## config.mk

```make
export PLATFORM = sky130hd
export DESIGN_NAME = pipeline_stall_ctrl
export DESIGN_NICKNAME = d
export VERILOG_FILES = /design/src/rtl/pipeline_stall_ctrl.sv
export SDC_FILE = /design/constraint.sdc
export NUM_CORES = 1
export LEC_CHECK = 0
export ABC_CLOCK_PERIOD_IN_PS = 3600
export BUFFER_PORTS_ARGS = -buffer_cell sky130_fd_sc_hd__buf_4
export CORE_MARGIN = 10
export CORE_UTILIZATION = 48
export DETAILED_ROUTE_END_ITERATION = 8
export PLACE_DENSITY = 0.82
export REMOVE_ABC_BUFFERS = 1
export SYNTH_ARGS = -nofsm -noshare
export SYNTH_HDL_FRONTEND = slang
export SYNTH_SLANG_ARGS = --single-unit
```

## constraint.sdc

```tcl
create_clock -name clk -period 3.6 [get_ports clk]
set_input_delay 0.36 -clock clk [delete_from_list [all_inputs] [get_ports clk]]
set_output_delay 0.36 -clock clk [all_outputs]
set_load 0.05 [all_outputs]
```

## src/rtl/pipeline_stall_ctrl.sv

```systemverilog
// Hazard/stall controller for the 5-stage pipeline: load-use bubbles, counted MUL/DIV occupancy
// stalls and taken-branch squashing of IF/ID.
module pipeline_stall_ctrl #(
   parameter int REG_AW     = 5,
   parameter int MUL_CYCLES = 4,
   parameter int DIV_CYCLES = 32
) (
   input  logic              clk,
   input  logic              rst,
   input  logic [REG_AW-1:0] id_rs,
   input  logic [REG_AW-1:0] id_rt,
   input  logic              id_uses_rs,
   input  logic              id_uses_rt,
   input  logic              ex_is_load,
   input  logic [REG_AW-1:0] ex_dst,
   input  logic              id_mdu_start,
   input  logic              id_mdu_div,
   input  logic              id_br_taken,
   output logic              stall,
   output logic              ifid_wena,
   output logic              ifid_flush,
   output logic              idex_flush,
   output logic              mdu_busy,
   output logic              mdu_done
);

   localparam int CW = $clog2(DIV_CYCLES + 1);
   localparam logic [CW-1:0] MUL_LOAD = CW'(MUL_CYCLES - 1);
   localparam logic [CW-1:0] DIV_LOAD = CW'(DIV_CYCLES - 1);

   typedef enum logic {
      RUN,
      MDU_BUSY
   } state_t;

   state_t          state;
   logic [CW-1:0]   cnt;
   logic            load_use;
   logic            busy;

   // A load still in EX cannot forward to ID; register 0 never creates a dependency.
   always_comb begin
      load_use = ex_is_load && (ex_dst != '0) &&
                 ((id_uses_rs && (id_rs == ex_dst)) || (id_uses_rt && (id_rt == ex_dst)));
   end

   // cnt holds the remaining busy cycles minus one, so the MDU stalls exactly N cycles.
   always_ff @(posedge clk) begin
      if (!rst) begin
         state <= RUN;
         cnt   <= '0;
      end else begin
         case (state)
            RUN: begin
               if (!load_use && id_mdu_start) begin
                  state <= MDU_BUSY;
                  cnt   <= id_mdu_div ? DIV_LOAD : MUL_LOAD;
               end
            end
            MDU_BUSY: begin
               if (cnt == '0) begin
                  state <= RUN;
               end else begin
                  cnt <= cnt - 1'b1;
               end
            end
            default: begin
               state <= RUN;
               cnt   <= '0;
            end
         endcase
      end
   end

   // MDU occupancy overrides everything; a load-use bubble overrides a branch squash.
   always_comb begin
      busy       = (state == MDU_BUSY);
      stall      = busy || load_use;
      ifid_wena  = !stall;
      idex_flush = stall;
      ifid_flush = !stall && id_br_taken;
      mdu_busy   = busy;
      mdu_done   = busy && (cnt == '0);
   end

endmodule
```

== Yosys cells after proc, flatten, opt, wreduce, memory -nomap -nowiden ==
Index checks and enable logic that the tools add are counted.

* $add $sub $neg: 1
* Reductions and logical operators: 14
* Bitwise gates (word level): 1
* Equality and inequality tests: 4
* Multiplexer cells: 7

{| class="wikitable"
|+ Operators with widths
! kind !! count
|-
| 6-bit two-way mux || 2
|-
| 6-bit case mux with 2 select lines || 1
|-
| 5-bit equality test || 2
|-
| 1-bit logical AND || 7
|-
| 6-bit logical NOT || 1
|-
| 6-bit by 1-bit subtractor with 6-bit output (second input constant) || 1
|-
| 5-bit two-way mux || 1
|-
| 5-bit nonzero test || 1
|-
| 2-bit != test (second input constant) || 2
|-
| 1-bit logical NOT || 2
|-
| 1-bit logical OR || 2
|-
| 1-bit two-way mux || 2
|-
| 1-bit case mux with 2 select lines || 1
|-
| 2-bit AND reduction || 1
|-
| 1-bit inverter || 1
|}

* Word-level logic and storage cells: 29
* Output and inout port bits: 6
* Register bits: 7

== Longest topological paths before layout ==
Gate-level depths: netlist of the first run.

* Depth in word-level cells: 8
* Gate-level depth with buffers: 8

== Worst setup path before layout of the first run ==
No wires, ideal clock.

* Path type: input to output
* Start: input ex_dst[1]
* End: output ifid_flush
* Setup slack: 0.830 ns
* Path buffers: 0
* Stages: 4
* Arrival: 2.410 ns
* Path through: or4_1 -> o21ai_2 -> o21ai_1 -> nor2_1

* Cells in the longest elaborated chain, start to end: 7

{| class="wikitable"
|+ RTL lines
! what !! RTL line !! text
|-
| start, declared || 15 || <nowiki>input logic [REG_AW-1:0] ex_dst,</nowiki>
|-
| 5-bit equality test || 44 || <nowiki>((id_uses_rs && (id_rs == ex_dst)) || (id_uses_rt && (id_rt == ex_dst)));</nowiki>
|-
| 1-bit logical AND || 44 ||
|-
| 1-bit logical OR || 44 ||
|-
| 1-bit logical AND * || 43 || <nowiki>load_use = ex_is_load && (ex_dst != '0) &&</nowiki>
|-
| 1-bit logical OR * || 78 || <nowiki>stall = busy || load_use;</nowiki>
|-
| named net idex_flush || 22 || <nowiki>output logic idex_flush,</nowiki>
|-
| 1-bit logical NOT * || 81 || <nowiki>ifid_flush = !stall && id_br_taken;</nowiki>
|-
| 1-bit logical AND * || 81 ||
|-
| end, declared || 21 || <nowiki>output logic ifid_flush,</nowiki>
|}

The timed path passes the listed nets; every way through them passes the cells marked *.

== Worst setup path after layout of the first run ==
* Start: register state, in the netlist mdu_busy
* End: output mdu_done

* Cells in the longest elaborated chain, start to end: 1

{| class="wikitable"
|+ RTL lines
! what !! RTL line !! text
|-
| start, declared || 36 || <nowiki>state_t state;</nowiki>
|-
| start signal, assigned || 50 || <nowiki>state <= RUN;</nowiki>
|-
| start signal, assigned || 56 || <nowiki>state <= MDU_BUSY;</nowiki>
|-
| start signal, assigned || 62 || <nowiki>state <= RUN;</nowiki>
|-
| 1-bit logical AND || 83 || <nowiki>mdu_done = busy && (cnt == '0);</nowiki>
|-
| end, declared || 24 || <nowiki>output logic mdu_done</nowiki>
|}

No other way between the ends.

==> results of run 1 <==
## cell usage after synthesis, types with 2 or more instances
cell type / number
nand3_1: 5
o21ai_1: 2
inv_1: 6
nor4_1: 4
nand2_1: 5
dfxtp_1: 7
nor2_1: 4
xnor2_1: 3
xor2_1: 8
o211ai_1: 2
o21ai_0: 4
or4_1: 2
clkbuf_1: 2
## final timing paths
path                                       endpoint           startpoint  slack, ps  cells past startpoint
worst min register to register  cnt[4]$_SDFFE_PN0P_  cnt[4]$_SDFFE_PN0P_        510                      2
worst max-delay path                       mdu_done  mdu_busy$_SDFF_PN0_       1200                      4
worst max register to register  cnt[5]$_SDFFE_PN0P_  mdu_busy$_SDFF_PN0_       1570                      4
worst min-delay path            mdu_busy$_SDFF_PN0_                  rst        420                      3
## worst reg2reg max path, delay by kind of cell, from the launching register on
kind             cells  cell delay, ps
flip-flops           1             650
AO/OA/AOI/OAI        1             210
AND/OR/NAND/NOR      3            1050
## where the power goes
| part | internal, W | switching (W) |
|---|---|---|
| clock network | 0.0000425 | 0.0000321 |
| registers | 0.0000887 | 0.0000155 |
| logic | 0.0000610 | 0.0000800 |
## cells in the final DEF, fill, tap and decap left out, types with 2 or more instances in the layout
master	synthesis	layout
or4_1	2	2
inv_1	6	6
nand2_1	5	5
o21ai_1	2	2
nor4_1	4	4
buf_4	1	28
nand3_1	5	5
nor2_1	4	4
o21ai_0	4	4
xor2_1	8	8
xnor2_1	3	3
dfxtp_1	7	7
clkbuf_4	0	3
o211ai_1	2	2
## layer usage
layer,part of all wire (%),GRT usage [%]
met1,41,11.3
met4,3.1,7.90
met2,46,19.7
met3,9.8,6.52
met5,0,0
## through the flow
| step | util, % | setup slack, ps |
|---|---|---|
| floorplan | - | 98.6 |
| global placement | 66.4 | 1440 |
| detailed placement | 66.4 | 1380 |
| CTS | 68.4 | 1210 |
| global route | 68.4 | 1070 |
| finish | 68.4 | 1200 |
## registers in the layout (all words and copies together) (netlist names)
name and cells:
cnt 6, mdu_busy 1
## final cells by class
cell class                      instances  area, um^2
Clock buffer                            4        26.3
Fill cell                             121         400
Inverter                                7        26.3
Multi-Input combinational cell         61         447
Sequential cell                         7         140
Tap cell                               15        18.8
Timing Repair Buffer                   28         210
## cells by family after synthesis
logic type               synth area share, %
multiplexers                            1.58
AO/OA/AOI/OAI                           25.5
adder cells (fa/ha/maj)                 1.98
AND/OR/NAND/NOR                         26.3
flip-flops                              22.1
XOR/XNOR                                15.2
buffers and inverters                   7.31
==> out/qor.csv, run 1 <==
stage,metric,value,unit
clocking,"Reg clk slew, reported paths",50,ps
route,Antenna Nets Post-Route,0,
synthesis,Post-Syn Area,633,um^2
worst_setup_path,WP buf/inv,2,
layout,net count reported at finish,132,
synthesis,Area contributors post-synth,"dfxtp_1 22%, xor2_1 11%, xnor2_1 4.2%",
floorplanning,die height,56.3,um
pwr,Tot Pwr,0.000320,W
grt,total gr overflow,0,
timing,Final Max Slew Viols,0,
synthesis,number of synthesized flops with an enable pin,0,
worst_setup_path,Crit. End Element,output pin,
timing,Clock Skews,5.66,ps
worst_setup_path,CP Class,reg2out,
timing,Final period util,66.6,%
synthesis,Cells after Synth,79,
clocking,hold buffer count at CTS,0,
grt,antenna violations before repair,0,
floorplanning,die span in x,56.3,um
layout,# diodes,0,
worst_setup_path,CP Launch Type,register,
route,vias per std cell,5.53,
timing,post-route setup TNS,0,ps
timing,Finish-stage setup viols,0,
floorplanning,Initial Util,49.9,%
clocking,total CTS buffers,3,
placement,I/O Buffers,28,
grt,All-Layer GR Usage,12.0,%
timing,Final min period,2400,ps
synthesis,Synth Flop Type,dfxtp_1,
grt,global-route wire length before repair,3060,um
worst_setup_path,CP max stage delay,670,ps
pwr,pwr/cell area,368,nW/um^2
worst_setup_path,CP top delay family,simple AND/OR/NAND/NOR gates,
clocking,CTS root buf,clkbuf_4,
timing,Slew @ Worst Pin,537,ps
layout,share of cells above drive strength 1,35.5,%
flow_run,Max-Cap Viols,0,
worst_setup_path,Worst Path Required,3240,ps
min_path,type of the worst min-delay path,in2reg,
route,drt pass-1 iters,4,
route,drt initial violations,9,
layout,Area Overhead vs Synth,37.2,%
synthesis,ys async rst share,0,%
clocking,cts repair resizes,0,
route,via count,675,
clocking,worst skew pair latency,260,ps
timing,WHS,416,ps
synthesis,Netlist cell types,38,
route,Routed wire per std cell,14.6,um
placement,placed cells,118,
synthesis,post-synth top area cell,dfxtp_1,
clocking,H-tree levels,1,
synthesis,post-synthesis sequential area ratio,22.1,%
placement,area after detailed placement,842,um^2
timing,fmax,417,MHz
synthesis,Mapped Avg Cell Area,8.01,um^2
grt,vias in the first global route,735,
synthesis,Yosys warnings,0,
pwr,Peak VDD IR,228,uV
worst_setup_path,"Max FO, Critical Path",17,
floorplanning,row cnt,13,
floorplanning,core area,1270,um^2
placement,routability congestion estimate,0.818,
placement,DP HPWL,1460,um
clocking,"Setup Fix Bufs, Post-CTS",0,
timing,Final Hold Viols,0,
outcome,outcome,completed,
clocking,Clock Sinks,7,
timing,Worst slew margin,64.2,%
layout,Layout Cells excl Fill,122,
floorplanning,I/O pin total,29,
clocking,TritonCTS clock tree,yes,
route,Routed WL,1780,um
timing,unrepaired setup endpoints after global routing,no,
worst_setup_path,Worst Path Arrival,2040,ps
synthesis,Yosys top cell area share,22.1,%
floorplanning,die area,3170,um^2
worst_setup_path,CP max-delay cell,or4_1,
grt,pin count of the biggest net entering global routing,18,
pwr,leakage,0.396,nW
synthesis,"FF+latch count, synth",7,
worst_setup_path,critical-path cell list,"nand2_1, or4_1, inv_2, buf_4",
layout,"Design Area, Final",868,um^2
route,drc violations,0,
clocking,Bufs on Longest Clock Path,2,
Power figures use the tool's default switching activity.
==> run 2, diff against run 1 <==
--- a/config.mk
+++ b/config.mk
@@ -5,12 +5,12 @@
 export SDC_FILE = /design/constraint.sdc
 export NUM_CORES = 1
 export LEC_CHECK = 0
-export ABC_CLOCK_PERIOD_IN_PS = 3600
+export ABC_CLOCK_PERIOD_IN_PS = 2100
 export BUFFER_PORTS_ARGS = -buffer_cell sky130_fd_sc_hd__buf_4
 export CORE_MARGIN = 10
-export CORE_UTILIZATION = 48
+export CORE_UTILIZATION = 40
 export DETAILED_ROUTE_END_ITERATION = 8
-export PLACE_DENSITY = 0.82
+export PLACE_DENSITY = 0.73
 export REMOVE_ABC_BUFFERS = 1
 export SYNTH_ARGS = -nofsm -noshare
 export SYNTH_HDL_FRONTEND = slang
==> constraint.sdc (replaced) <==
create_clock -name clk -period 2.1 [get_ports clk]
set_input_delay 0.21 -clock clk [delete_from_list [all_inputs] [get_ports clk]]
set_output_delay 0.21 -clock clk [all_outputs]
set_load 0.05 [all_outputs]
==> out/qor.csv, run 2 (synthesis results as in run 1) <==
stage,metric,value,unit
outcome,outcome,completed,
timing,Clock Skews,0.927,ps
clocking,TritonCTS clock tree,yes,
layout,most frequent cells in the layout,"30 x buf_4, 8 x xor2_1, 7 x dfxtp_1",
grt,pin count of the biggest net entering global routing,17,
timing,Worst slew margin,69.8,%
clocking,Bufs on Longest Clock Path,2,
layout,"commonest non-fill, non-tap cell in the layout",buf_4,
layout,utilization after layout,59.0,%
min_path,type of the worst min-delay path,in2reg,
route,via count,677,
worst_setup_path,CP Class,reg2out,
floorplanning,I/O pin total,29,
pwr,pwr/cell area,624,nW/um^2
clocking,hold buffer count at CTS,0,
pwr,Peak VDD IR,250,uV
floorplanning,die area,3570,um^2
clocking,H-tree levels,1,
timing,Final Max Slew Viols,0,
clocking,CTS root buf,clkbuf_4,
worst_setup_path,"Max FO, Critical Path",9,
pwr,leakage,0.407,nW
flow_run,Max-Cap Viols,0,
worst_setup_path,critical-path cell list,"inv_1, ha_1, nand2_1, or4_4, inv_2, buf_4",
floorplanning,core area,1510,um^2
layout,net count reported at finish,134,
timing,unrepaired setup endpoints after global routing,no,
route,drc violations,0,
timing,post-route setup TNS,0,ps
layout,Layout fillers,144,
floorplanning,Initial Util,42.0,%
grt,All-Layer GR Usage,10.9,%
grt,gr busiest metal,met2,
clocking,Clock Sinks,7,
timing,fmax,514,MHz
grt,total gr overflow,0,
grt,vias in the first global route,744,
timing,Finish-stage setup viols,0,
grt,met3 GRT Util,6.99,%
clocking,"Reg clk slew, reported paths",60,ps
placement,I/O Buffers,28,
worst_setup_path,Crit. End Element,output pin,
worst_setup_path,Worst Path Required,1890,ps
placement,DP HPWL,1520,um
grt,Global Route met2 Usage,17.9,%
route,drt pass-1 iters,4,
clocking,worst skew pair latency,250,ps
route,vias per std cell,5.42,
grt,antenna violations before repair,0,
route,Antenna Nets Post-Route,0,
placement,routability congestion estimate,0.843,
timing,Slew @ Worst Pin,453,ps
layout,Biggest register,cnt,
timing,Final period util,92.7,%
floorplanning,die span in x,59.8,um
layout,Area Overhead vs Synth,40.3,%
worst_setup_path,Worst Path Arrival,1740,ps
timing,Final Hold Viols,0,
grt,global-route track usage on met1,10.4,%
worst_setup_path,CP max stage delay,550,ps
route,Routed wire per std cell,14.4,um
pwr,Tot Pwr,0.000554,W
worst_setup_path,CP Launch Type,register,
grt,global-route wire length before repair,3090,um
clocking,total CTS buffers,3,
route,Routed WL,1800,um
floorplanning,row cnt,14,
layout,# diodes,0,
floorplanning,die height,59.8,um
worst_setup_path,CP max-delay cell,or4_4,
layout,max FFs per register,6,
layout,share of cells above drive strength 1,37.6,%
timing,Final min period,1950,ps
route,drt initial violations,10,
[run 2: cell count changes in the layout (fill, tap and decap cells not counted)]
cell,delta
or4_1,-1
or4_4,+1
buf_4,+2
[run 2: worst max-delay path: cells and delay by family (launching register included)]
kind	cells	cell delay [ps]
and+or+nand+nor	2	610
buffers and inverters	3	370
DFF	1	340
adders and majority gates	1	160
[run 2: path summary, 6_finish.rpt]
kind / start / end / slack [ps] / cells after the start
max: cnt[0]$_SDFFE_PN0P_ / mdu_done / 150 / 6
min: rst / cnt[5]$_SDFFE_PN0P_ / 280 / 2
max reg2reg: cnt[0]$_SDFFE_PN0P_ / cnt[5]$_SDFFE_PN0P_ / 370 / 6
min reg2reg: cnt[4]$_SDFFE_PN0P_ / cnt[4]$_SDFFE_PN0P_ / 520 / 2
[run 2: per-layer routing]
layer	vias to the layer above	share of wire, %
met1	299	39
met4	0	1.5
met3	2	12
met5	-	0
li1	345	-
met2	31	47
[run 2: stage by stage]
step / hold WS, ps / std cells / instance area (um^2) / worst slack (ps)
finish: 276 / 125 / 888 / 154
global route: 282 / 125 / 888 / 23.6
CTS: 271 / 125 / 885 / 16.1
detailed placement: 505 / 121 / 858 / 213
global placement: 491 / 121 / 858 / 289
floorplan: 352 / 75 / 613 / -1100
[run 2: timing repair]
| item | in CTS | in global routing |
|---|---|---|
| endpoints found under the setup margin | 0 | 1 |
| buffers inserted | 0 | 0 |
| resized for setup | 0 | 1 |
[run 2: power breakdown]
group	switching, W	total [W]	internal [W]
registers	0.0000190	0.000171	0.000152
clock network	0.0000531	0.000126	0.0000727
logic	0.000147	0.000257	0.000111
total	0.000219	0.000554	0.000335
[run 2: layout make-up]
cell class	instances	area [um^2]	share of cell area (%)
Multi-Input combinational cell	61	450	50.7
Timing Repair Buffer	30	225	25.4
Sequential cell	7	140	15.8
Clock buffer	4	26.3	2.96
Inverter	7	26.3	2.96
Tap cell	16	20.0	2.25
